==> src/rtl/scr1_tcm_loader_arb.sv <==
// scr1_tcm_loader_arb: packs a byte-stream boot image into TCM port B, then hands port B to the core.
// Optional SCR1_TCM_LOADER_RELOAD_EN: ld_valid while loaded restarts a fresh load from word 0.
module scr1_tcm_loader_arb #(
  parameter int SCR1_WIDTH = 32,
  parameter int SCR1_SIZE  = 32'h00010000,
  localparam int AW = $clog2(SCR1_SIZE)
) (
  input  logic                  clk,
  input  logic                  rst_n,
  input  logic                  ld_valid,
  output logic                  ld_ready,
  input  logic [7:0]            ld_data,
  input  logic                  ld_last,
  output logic                  load_done,
  output logic                  load_err,
  output logic                  core_rst_n_o,
  input  logic                  core_req,
  input  logic                  core_we,
  input  logic [3:0]            core_be,
  input  logic [AW-3:0]         core_addr,
  input  logic [SCR1_WIDTH-1:0] core_wdata,
  output logic                  core_gnt,
  output logic [SCR1_WIDTH-1:0] core_rdata,
  output logic                  core_rvalid,
  output logic                  mem_renb,
  output logic                  mem_wenb,
  output logic [3:0]            mem_webb,
  output logic [AW-3:0]         mem_addrb,
  output logic [SCR1_WIDTH-1:0] mem_datab,
  input  logic [SCR1_WIDTH-1:0] mem_qb
);
  localparam logic [1:0] IDLE = 2'd0, LOAD = 2'd1, DONE = 2'd2, ERR = 2'd3;
  logic [1:0]            state_q, state_d, cnt_q, cnt_d;
  logic [AW-2:0]         waddr_q, waddr_d;
  logic [23:0]           buf_q, buf_d;
  logic [SCR1_WIDTH-1:0] wdat_q, wdat_d, word;
  logic [3:0]            wbe_q, wbe_d;
  logic                  wpend_q, wpend_d, wlast_q, wlast_d, crst_q, rvalid_q;
  logic                  done, reload, accept, ovf;
  assign done = state_q == DONE;
`ifdef SCR1_TCM_LOADER_RELOAD_EN
  assign reload = done & ld_valid;
`else
  assign reload = 1'b0;
`endif
  // No new bytes while the final word is being written
  assign ld_ready = rst_n & ~done & ~wlast_q;
  assign accept   = ld_valid & ld_ready;
  // Top address bit marks the end of memory; also catch a byte arriving during the last-word write
  assign ovf  = waddr_q[AW-2] | (wpend_q & (&waddr_q[AW-3:0]));
  assign word = {8'h00, buf_q} | (SCR1_WIDTH'(ld_data) << {cnt_q, 3'b000});
  always_comb begin
    state_d = state_q;
    cnt_d   = cnt_q;
    waddr_d = waddr_q;
    buf_d   = buf_q;
    wdat_d  = wdat_q;
    wbe_d   = wbe_q;
    wpend_d = 1'b0;
    wlast_d = 1'b0;
    if (wpend_q) begin
      waddr_d = waddr_q + {{(AW-2){1'b0}}, 1'b1};
      if (wlast_q) state_d = DONE;
    end
    if (accept && state_q != ERR) begin
      if (ovf) state_d = ERR;
      else begin
        state_d = LOAD;
        if (cnt_q == 2'd3 || ld_last) begin
          wpend_d = 1'b1;
          wlast_d = ld_last;
          wdat_d  = word;
          wbe_d   = 4'((5'd2 << cnt_q) - 5'd1);
          cnt_d   = 2'd0;
          buf_d   = 24'h0;
        end else begin
          cnt_d = cnt_q + 2'd1;
          buf_d = word[23:0];
        end
      end
    end
    if (reload) begin
      state_d = IDLE;
      waddr_d = '0;
    end
  end
  always_ff @(posedge clk or negedge rst_n) begin
    if (!rst_n) begin
      state_q  <= IDLE;
      cnt_q    <= 2'd0;
      waddr_q  <= '0;
      buf_q    <= 24'h0;
      wdat_q   <= '0;
      wbe_q    <= 4'h0;
      wpend_q  <= 1'b0;
      wlast_q  <= 1'b0;
      crst_q   <= 1'b0;
      rvalid_q <= 1'b0;
    end else begin
      state_q  <= state_d;
      cnt_q    <= cnt_d;
      waddr_q  <= waddr_d;
      buf_q    <= buf_d;
      wdat_q   <= wdat_d;
      wbe_q    <= wbe_d;
      wpend_q  <= wpend_d;
      wlast_q  <= wlast_d;
      crst_q   <= done & ~reload;
      rvalid_q <= core_gnt & ~core_we;
    end
  end
  assign core_gnt     = done & ~reload & core_req;
  assign core_rdata   = mem_qb;
  assign core_rvalid  = rvalid_q;
  assign core_rst_n_o = crst_q;
  assign load_done    = done;
  assign load_err     = state_q == ERR;
  assign mem_renb     = core_gnt & ~core_we;
  assign mem_wenb     = done ? core_gnt & core_we : wpend_q;
  assign mem_webb     = done ? core_be : (wpend_q ? wbe_q : 4'h0);
  assign mem_addrb    = done ? core_addr : waddr_q[AW-3:0];
  assign mem_datab    = done ? core_wdata : wdat_q;
endmodule

==> config.mk <==
export PLATFORM = sky130hd
export DESIGN_NAME = scr1_tcm_loader_arb
export DESIGN_NICKNAME = d
export VERILOG_FILES = /design/src/rtl/scr1_tcm_loader_arb.sv
export SDC_FILE = /design/constraint.sdc
export NUM_CORES = 1
export LEC_CHECK = 0
export BUFFER_PORTS_ARGS = -buffer_cell sky130_fd_sc_hd__clkbuf_2
export CAP_MARGIN = 20
export CORE_MARGIN = 3
export CORE_UTILIZATION = 50
export CTS_BUF_LIST = sky130_fd_sc_hd__clkbuf_4
export CTS_CLUSTER_SIZE = 40
export DETAILED_ROUTE_END_ITERATION = 10
export PLACE_DENSITY = 0.83
export SLEW_MARGIN = 20
export SYNTH_ARGS = -nofsm -noshare
export SYNTH_HDL_FRONTEND = slang
export SYNTH_SLANG_ARGS = --single-unit
==> constraint.sdc <==
create_clock -name clk -period 2.7 [get_ports clk]
set_input_delay 0.135 -clock clk [delete_from_list [all_inputs] [get_ports clk]]
set_output_delay 0.135 -clock clk [all_outputs]
set_load 0.01 [all_outputs]
==> results of run 1 <==
worst reg2reg max path, delay by kind of cell, from the launching register on:
family	cells	cell delay, ns
adder cells (fa/ha/maj)	1	0.21
flip-flops	1	0.43
multiplexers	1	0.41
AND/OR/NAND/NOR	3	1.15
registers in the layout, summed over array words and instances, names as in the netlist, 2 cells and up:
register	cells
waddr_q	15
cnt_q	2
buf_q	24
wdat_q	32
state_q	2
wbe_q	4
worst max-delay path by stage:
stage                                       from                     end  slack [ns]
after detailed placement  waddr_q[0]$_DFFE_PN0P_  wdat_q[24]$_DFFE_PN0P_        0.42
after global placement    waddr_q[0]$_DFFE_PN0P_  wdat_q[24]$_DFFE_PN0P_        0.50
after floorplan           waddr_q[0]$_DFFE_PN0P_  wdat_q[26]$_DFFE_PN0P_        0.53
final                     waddr_q[0]$_DFFE_PN0P_  wdat_q[25]$_DFFE_PN0P_        0.38
after global routing        cnt_q[1]$_DFFE_PN0P_  wdat_q[25]$_DFFE_PN0P_        0.29
after CTS                 waddr_q[0]$_DFFE_PN0P_  wdat_q[25]$_DFFE_PN0P_        0.38
area by class of cell:
class                   count  share of cell area [%]
flip-flops and latches     83                    40.7
multi-input cells         376                    39.2
repair buffers            134                    14.0
well taps                 108                    2.65
clock buffers               9                    1.33
clock inverters             7                    1.03
inverters                  14                    1.03
cells by family (layout without fill, tap and decap cells):
family                     Yosys count  count (layout)  synth area share [%]
xor gates and xnor gates            15              15                  2.90
muxes                               19              19                  4.88
buffers and inverters               80             164                  10.2
adders and majority gates            4               4                  1.10
and+or+nand+nor                    238             238                  23.2
AOI/OAI and AO/OA                  100             100                  12.0
DFF                                 83              83                  45.8
stage by stage:
step / area [sq um] / setup WS (ns) / hold WS (ns) / power (mW)
after floorplan: 4540 / 0.533 / -0.161 / 1.33
after CTS: 5100 / 0.380 / 0.0583 / 2.01
after detailed placement: 4940 / 0.417 / 0.0385 / 1.37
after global routing: 5100 / 0.289 / 0.0900 / 2.07
final: 5100 / 0.382 / 0.0933 / 1.98
after global placement: 4940 / 0.498 / 0.0335 / 1.36
power breakdown:
part | total [mW] | leakage [nW] | internal (mW) | switching (mW)
Clock | 0.639 | 0.0550 | 0.193 | 0.446
Sequential | 1.24 | 1.09 | 1.24 | 0
Combinational | 0.102 | 1.56 | 0.0442 | 0.0577
routing by layer:
metal	part of all wire, %	vias up
li1	-	1903
met1	38	1833
met2	53	179
met3	8.0	22
met4	1.3	0
met5	0	-
cells in the final DEF (no fill, tap or decap), types with 2 or more instances in the layout:
master / count
nand2_1: 137
clkbuf_2: 120
dfrtp_1: 83
a21oi_1: 74
nor2_1: 31
nor3_1: 26
o21ai_0: 14
inv_1: 13
and3_1: 10
nand2b_1: 10
a21oi_2: 10
buf_4: 10
mux2i_1: 9
clkbuf_4: 9
xnor2_1: 8
xor2_1: 7
nand3_1: 5
mux2_4: 5
mux2_1: 4
ha_1: 4
clkinvlp_4: 4
dlygate4sd3_1: 4
and2_1: 3
nand4_1: 3
nor4_1: 3
inv_6: 2
==> flow_metrics.env, run 1 <==
export IMPL_hpwl_um=8450
export IMPL_cts_hold_buf=4
export IMPL_drc=0
export IMPL_wl_per_cell_um=15.3
export IMPL_synth_common_cells="137 x nand2_1, 83 x dfrtp_1, 74 x a21oi_1"
export IMPL_crit_cells=5
export IMPL_critPathBufInv=0
export IMPL_num_rows=34
export IMPL_io_pins=186
export IMPL_dieHeight_um=101
export IMPL_yosysTopAreaCell="dfrtp_1"
export IMPL_core_sq_mm=0.00876
export IMPL_critPathSlowestCell="or4_1"
export IMPL_end_kind="flop"
export IMPL_synth_seq_area_share_pct=45.8
export IMPL_finalCritPeriodShare_pct=85.9
export IMPL_use_met1_pct=26.5
export IMPL_r2r_start="waddr_q[0]$_DFFE_PN0P_"
export IMPL_status="finished, final reports clean"
export IMPL_grt_use_total_pct=21.6
export IMPL_vias_per_cell=5.39
export IMPL_syn_cell_area_sq_mm=0.00454
export IMPL_stdcell_count=731
export IMPL_finalSetupViolCount=0
export IMPL_antenna_cells=0
export IMPL_drt_total_wl_um=11200
export IMPL_io_buffer_count=121
export IMPL_placed_cells=711
export IMPL_grt_overflow_total=0
export IMPL_die_area_sq_mm=0.0103
export IMPL_cpPeakStageDelay_ns=0.60
export IMPL_crit_family="simple AND/OR/NAND/NOR gates"
export IMPL_crit_chain="ha_1 > nand4_2 > or4_1 > and2_4 > mux2_1"
export IMPL_cts_setup_buffers=0
export IMPL_ys_top_cells_by_area="dfrtp_1 46%, nand2_1 11%, a21oi_1 8.2%"
export IMPL_start_util_pct=51.8
export IMPL_syn_area_per_cell_sq_um=8.42
export IMPL_first_global_vias=3715
export IMPL_finalCriticalPeriod_ns=2.32
export IMPL_crit_type="flop to flop"
export IMPL_tritoncts="yes"
export IMPL_rrSetupSlack_ns=0.38
export IMPL_hold_depth=3
export IMPL_cts_buffers=9
export IMPL_drtIter0Drc=305
export IMPL_tightest_slew_ns=0.826
export IMPL_cp_max_fo=60
export IMPL_ys_warnings_count=0
export IMPL_final_core_util_pct=58.2
export IMPL_fin_skew_ns=0.0190
export IMPL_synth_edf_count=0
export IMPL_rsz0062_at_grt="no"
export IMPL_root_buffer="clkbuf_4"
export IMPL_htreeDepth=3
export IMPL_gp_congestion=0.880
export IMPL_synth_cell_type_count=38
export IMPL_yosysTopAreaCellShare_pct=45.8
export IMPL_hp_start="core_req"
export IMPL_top_usage_layer="met2"
export IMPL_ctsLongestPathBuffers=2
export IMPL_final_antenna_net_count=0
export IMPL_die_w_um=101
export IMPL_synthArstFlopShare_pct=100
export IMPL_leakagePower_nw=2.71
export IMPL_use_met2_pct=38.6
export IMPL_layout_drive_gt1_share_pct=26.8
export IMPL_rr_worst_depth=5
export IMPL_rr_endpoint="wdat_q[25]$_DFFE_PN0P_"
export IMPL_fill_cells=821
export IMPL_grt_pass1_wl_um=17600
export IMPL_synth_most_common_cell="nand2_1"
export IMPL_post_cts_resized=0
export IMPL_drv_slew=0
export IMPL_synthCells=539
export IMPL_grt_max_degree=68
export IMPL_synth_fp_nets=639
export IMPL_worstPathArrival_ns=2.63
export IMPL_multi_input_area_sq_mm=0.00200
export IMPL_slew_limit_headroom_pct=44.9
export IMPL_num_nets_final=718
export IMPL_register_area_sq_mm=0.00208
export IMPL_ir_drop_uv=206
export IMPL_min_to="core_rvalid$_DFF_PN0_"
export IMPL_powerDensity_mw_per_mm2=389
export IMPL_antenna_found_initial=0
export IMPL_ys_flop_type="dfrtp_1"
export IMPL_area_growth_pct=12.4
export IMPL_finalHoldViolations=0
export IMPL_vias=3937
export IMPL_gr_usage_met3_pct=3.79
export IMPL_max_cap_viol_count=0
export IMPL_synth_ff_latch_count=83
export IMPL_dr_pass1_iters=5
export IMPL_setup_tns_ns=0
export IMPL_start_kind="flop"
export IMPL_clk_pin_slew_ns=0.14
export IMPL_cts_sinks=83
export IMPL_hold_path_class="input pin to flop"
export IMPL_clock_latency_ns=0.43
export IMPL_cp_required_ns=3.01
export IMPL_clock_fmax_ghz=0.431
No activity file was read; power rests on OpenSTA's default activity.
==> inputs of run 2 (changes only) <==
RECOVER_POWER = 50   (was default)
==> run 2 against run 1 <==
The flow now finishes with violations (max-capacitance violations, max-slew violations). Non-clock buffer count unchanged. Sequential share of layout area grew 0.15 points. Combinational power is essentially flat. Final area shrank 0.37%. Critical path type unchanged. Critical endpoint unchanged. Largest cell class unchanged. Largest power group unchanged.
==> flow_metrics.env, run 2 (synthesis results as in run 1) <==
export IMPL_die_area_sq_mm=0.0103
export IMPL_rr_worst_depth=5
export IMPL_violations="max-capacitance violations, max-slew violations"
export IMPL_root_buffer="clkbuf_4"
export IMPL_ir_drop_uv=209
export IMPL_drtIter0Drc=296
export IMPL_grt_pass1_wl_um=17600
export IMPL_die_w_um=101
export IMPL_finalWorstSetupSlack_ns=0.324
export IMPL_drt_total_wl_um=11300
export IMPL_finalSetupViolCount=0
export IMPL_top_register="wdat_q"
export IMPL_hp_start="ld_data[4]"
export IMPL_grt_max_degree=68
export IMPL_cp_max_fo=60
export IMPL_antenna_cells=0
export IMPL_largest_reg_flops=32
export IMPL_layout_drive_gt1_share_pct=25.8
export IMPL_switchingPower_uw=506
export IMPL_cts_setup_buffers=0
export IMPL_core_sq_mm=0.00876
export IMPL_leakagePower_nw=2.69
export IMPL_clock_latency_ns=0.44
export IMPL_end_kind="flop"
export IMPL_tightest_slew_ns=1.62
export IMPL_antenna_found_initial=0
export IMPL_tritoncts="yes"
export IMPL_min_to="wdat_q[20]$_DFFE_PN0P_"
export IMPL_crit_chain="ha_1 > nand4_1 > or4_1 > and2_4 > mux2_1"
export IMPL_cts_sinks=83
export IMPL_critPathBufInv=0
export IMPL_final_cell_mix="137 x nand2_1, 119 x clkbuf_2, 83 x dfrtp_1"
export IMPL_num_nets_final=718
export IMPL_vias=3971
export IMPL_multi_input_area_sq_mm=0.00199
export IMPL_worstPathArrival_ns=2.69
export IMPL_powerDensity_mw_per_mm2=391
export IMPL_power_mw=1.99
export IMPL_crit_family="simple AND/OR/NAND/NOR gates"
export IMPL_setup_tns_ns=0
export IMPL_gp_congestion=0.880
export IMPL_max_cap_viol_count=1
export IMPL_fill_cells=827
export IMPL_rsz0062_at_grt="no"
export IMPL_crit_type="flop to flop"
export IMPL_io_pins=186
export IMPL_rrSetupSlack_ns=0.32
export IMPL_fin_skew_ns=0.0218
export IMPL_post_cts_resized=0
export IMPL_cp_required_ns=3.01
export IMPL_finalHoldViolations=0
export IMPL_critPathSlowestCell="or4_1"
export IMPL_finalCritPeriodShare_pct=88.0
export IMPL_dieHeight_um=101
export IMPL_combPwrFrac_pct=5.1
export IMPL_clk_pin_slew_ns=0.15
export IMPL_clock_fmax_ghz=0.421
export IMPL_final_core_util_pct=58.0
export IMPL_seqPwrFrac_pct=62.6
export IMPL_switching_share_pct=25.5
export IMPL_clock_power_share_pct=32.3
export IMPL_start_util_pct=51.8
export IMPL_num_rows=34
export IMPL_hold_depth=3
export IMPL_vias_per_cell=5.43
export IMPL_power_internal_mw=1.48
export IMPL_first_global_vias=3715
export IMPL_hpwl_um=8450
export IMPL_dr_pass1_iters=4
export IMPL_area_growth_pct=12.0
export IMPL_whs_ns=0.0866
export IMPL_place_worst_setup_slack_ns=0.417
export IMPL_cts_buffers=9
export IMPL_r2r_start="waddr_q[0]$_DFFE_PN0P_"
export IMPL_cpPeakStageDelay_ns=0.63
export IMPL_final_antenna_net_count=0
export IMPL_io_buffer_count=121
export IMPL_ctsLongestPathBuffers=2
export IMPL_rr_endpoint="wdat_q[25]$_DFFE_PN0P_"
export IMPL_status="finished, violations left"
export IMPL_slew_limit_headroom_pct=-8.31
export IMPL_start_kind="flop"
export IMPL_hold_path_class="input pin to flop"
export IMPL_finalCriticalPeriod_ns=2.38
export IMPL_grt_overflow_total=0
export IMPL_htreeDepth=3
export IMPL_grt_use_total_pct=21.6
export IMPL_layout_commonest_cell="nand2_1"
export IMPL_wl_per_cell_um=15.4
export IMPL_register_area_sq_mm=0.00208
export IMPL_drc=0
export IMPL_drv_slew=68
export IMPL_reg_largest_list="wdat_q (32), buf_q (24), waddr_q (15)"
==> run 2: power groups by stage <==
stage | combinational [mW] | clock (mW) | sequential (mW)
after floorplan | 0.0615 | 0 | 1.27
after global placement | 0.0964 | 0 | 1.27
after detailed placement | 0.0988 | 0 | 1.27
after CTS | 0.104 | 0.662 | 1.24
after global routing | 0.114 | 0.716 | 1.24
final | 0.102 | 0.641 | 1.24
==> run 2: area by class of cell <==
type                            instances  share of cell area (%)
Clock buffer                            9                    1.33
Clock inverter                          7                    1.03
Inverter                               14                    1.03
Multi-Input combinational cell        376                    39.2
Sequential cell                        83                    40.9
Tap cell                              108                    2.66
Timing Repair Buffer                  134                    13.8
==> run 2: tightest hold or removal path, stage by stage <==
cell,delay [ns]
clkbuf_2,0.14
a21oi_1,0.15
a21oi_1,0.07
==> run 2: what timing repair did <==
item                                    CTS  global route
endpoints found under the setup margin    0             0
hold buffers                              4             0
endpoints found under the hold margin    20             0
==> run 2: worst max path at each step <==
stage                             endpoint              startpoint  cells past startpoint
finish              wdat_q[25]$_DFFE_PN0P_  waddr_q[0]$_DFFE_PN0P_                      5
floorplan           wdat_q[26]$_DFFE_PN0P_  waddr_q[0]$_DFFE_PN0P_                      8
global placement    wdat_q[24]$_DFFE_PN0P_  waddr_q[0]$_DFFE_PN0P_                      5
global route                 mem_datab[31]  state_q[0]$_DFFE_PN0P_                      7
CTS                 wdat_q[25]$_DFFE_PN0P_  waddr_q[0]$_DFFE_PN0P_                      5
detailed placement  wdat_q[24]$_DFFE_PN0P_  waddr_q[0]$_DFFE_PN0P_                      5
==> run 2: per-layer routing <==
metal	GRT usage, %	routed length [um]	up-vias
met5	0	0	-
met1	26.5	4370	1846
li1	-	-	1906
met4	7.16	139	0
met2	38.6	5890	197
met3	3.79	851	22
==> run 2: metrics by stage <==
| step | cell area (sq um) | std cells |
|---|---|---|
| CTS | 5100 | 731 |
| global placement | 4940 | 711 |
| floorplan | 4540 | 539 |
| finish | 5080 | 731 |
| detailed placement | 4940 | 711 |
| global route | 5080 | 731 |
==> inputs of run 3 (changes only) <==
RECOVER_POWER = 25   (was 50)
==> run 3 against run 2 <==
The run still ends with max-capacitance violations, max-slew violations left. Die area did not move. First-iteration DRC count fell by 9.5%. Sequential power barely moved. Clock power barely moved. Critical endpoint unchanged. Highest routed layer unchanged.
==> flow_metrics.env, run 3 (synthesis results as in run 1) <==
export IMPL_place_worst_setup_slack_ns=0.417
export IMPL_switching_share_pct=25.4
export IMPL_cp_max_fo=60
export IMPL_root_buffer="clkbuf_4"
export IMPL_finalCriticalPeriod_ns=2.39
export IMPL_top_register="wdat_q"
export IMPL_rsz0062_at_grt="no"
export IMPL_die_area_sq_mm=0.0103
export IMPL_r2r_start="waddr_q[0]$_DFFE_PN0P_"
export IMPL_setup_tns_ns=0
export IMPL_vias=3983
export IMPL_drtIter0Drc=268
export IMPL_layout_commonest_cell="nand2_1"
export IMPL_first_global_vias=3715
export IMPL_grt_use_total_pct=21.6
export IMPL_vias_per_cell=5.45
export IMPL_hold_depth=3
export IMPL_finalCritPeriodShare_pct=88.4
export IMPL_power_mw=1.98
export IMPL_powerDensity_mw_per_mm2=391
export IMPL_worstPathArrival_ns=2.70
export IMPL_clock_latency_ns=0.43
export IMPL_start_util_pct=51.8
export IMPL_hpwl_um=8450
export IMPL_hold_path_class="input pin to flop"
export IMPL_finalHoldViolations=0
export IMPL_cp_required_ns=3.01
export IMPL_drt_total_wl_um=11200
export IMPL_wl_per_cell_um=15.3
export IMPL_hp_start="core_req"
export IMPL_switchingPower_uw=504
export IMPL_area_growth_pct=12.0
export IMPL_dr_pass1_iters=5
export IMPL_antenna_found_initial=0
export IMPL_tritoncts="yes"
export IMPL_start_kind="flop"
export IMPL_cts_sinks=83
export IMPL_critPathSlowestCell="or4_1"
export IMPL_grt_overflow_total=0
export IMPL_io_buffer_count=121
export IMPL_drv_slew=68
export IMPL_layout_drive_gt1_share_pct=26.0
export IMPL_max_cap_viol_count=1
export IMPL_num_nets_final=718
export IMPL_htreeDepth=3
export IMPL_ctsLongestPathBuffers=2
export IMPL_finalWorstSetupSlack_ns=0.313
export IMPL_seqPwrFrac_pct=62.7
export IMPL_status="finished, violations left"
export IMPL_gp_congestion=0.880
export IMPL_dieHeight_um=101
export IMPL_rr_endpoint="wdat_q[25]$_DFFE_PN0P_"
export IMPL_crit_chain="ha_1 > nand4_1 > or4_1 > and2_4 > mux2_1"
export IMPL_slew_limit_headroom_pct=-8.17
export IMPL_crit_type="flop to flop"
export IMPL_final_antenna_net_count=0
export IMPL_end_kind="flop"
export IMPL_clock_fmax_ghz=0.419
export IMPL_min_to="core_rvalid$_DFF_PN0_"
export IMPL_leakagePower_nw=2.68
export IMPL_power_internal_mw=1.48
export IMPL_grt_max_degree=68
export IMPL_finalSetupViolCount=0
export IMPL_clock_power_share_pct=32.2
export IMPL_final_cell_mix="137 x nand2_1, 119 x clkbuf_2, 83 x dfrtp_1"
export IMPL_tightest_slew_ns=1.62
export IMPL_cts_buffers=9
export IMPL_largest_reg_flops=32
export IMPL_fin_skew_ns=0.0179
export IMPL_rr_worst_depth=5
export IMPL_core_sq_mm=0.00876
export IMPL_antenna_cells=0
export IMPL_combPwrFrac_pct=5.1
export IMPL_drc=0
export IMPL_io_pins=186
export IMPL_ir_drop_uv=206
export IMPL_violations="max-capacitance violations, max-slew violations"
export IMPL_post_cts_resized=0
export IMPL_num_rows=34
export IMPL_final_core_util_pct=58.0
export IMPL_clk_pin_slew_ns=0.14
export IMPL_cpPeakStageDelay_ns=0.63
export IMPL_grt_pass1_wl_um=17600
export IMPL_reg_largest_list="wdat_q (32), buf_q (24), waddr_q (15)"
export IMPL_rrSetupSlack_ns=0.31
export IMPL_die_w_um=101
run 3: metal layers:
layer  global-route usage (%)  vias up  share of wire, %
met1                     26.5     1856                38
met3                     3.79       22               7.8
li1                         -     1908                 -
met4                     7.16        0               1.3
met5                        0        -                 0
met2                     38.6      197                53
run 3: metrics by stage:
stage | instances | instance area [sq um] | hold WS [ns]
6_report | 731 | 5080 | 0.0908
5_1_grt | 731 | 5080 | 0.0900
4_1_cts | 731 | 5100 | 0.0583
3_5_place_dp | 711 | 4940 | 0.0385
3_3_place_gp | 711 | 4940 | 0.0335
2_1_floorplan | 539 | 4540 | -0.161
run 3: worst max path at each step:
stage                     slack, ns                   start                      to  cells past startpoint
final                          0.31  waddr_q[0]$_DFFE_PN0P_  wdat_q[25]$_DFFE_PN0P_                      5
after global routing           0.18                   rst_n  state_q[1]$_DFFE_PN0P_                      5
after floorplan                0.53  waddr_q[0]$_DFFE_PN0P_  wdat_q[26]$_DFFE_PN0P_                      8
after CTS                      0.38  waddr_q[0]$_DFFE_PN0P_  wdat_q[25]$_DFFE_PN0P_                      5
after global placement         0.50  waddr_q[0]$_DFFE_PN0P_  wdat_q[24]$_DFFE_PN0P_                      5
after detailed placement       0.42  waddr_q[0]$_DFFE_PN0P_  wdat_q[24]$_DFFE_PN0P_                      5
run 3: power groups by stage:
| stage | Sequential, mW | Clock (mW) | Combinational, mW |
|---|---|---|---|
| after floorplan | 1.27 | 0 | 0.0615 |
| after global placement | 1.27 | 0 | 0.0964 |
| after detailed placement | 1.27 | 0 | 0.0988 |
| after CTS | 1.24 | 0.662 | 0.104 |
| after global routing | 1.24 | 0.716 | 0.114 |
| final | 1.24 | 0.640 | 0.102 |
run 3: worst max-delay path: cells and delay by family, from the launching register on:
family                   cells  cell delay (ns)
flip-flops                   1             0.44
adder cells (fa/ha/maj)      1             0.20
AND/OR/NAND/NOR              3             1.22
multiplexers                 1             0.41
run 3: area by class of cell:
cell class / instances / area [sq um]
tap: 108 / 135
sequential: 83 / 2080
timing repair buffer: 134 / 703
multi-input combinational: 376 / 1990
clock buffer: 9 / 67.6
fill: 827 / 3680
inverter: 14 / 52.6
clock inverter: 7 / 52.6
run 3: timing repair:
| action | CTS | global route |
|---|---|---|
| endpoints found under the hold margin | 20 | 0 |
| hold buffers | 4 | 0 |
| setup buffers | 0 | 0 |
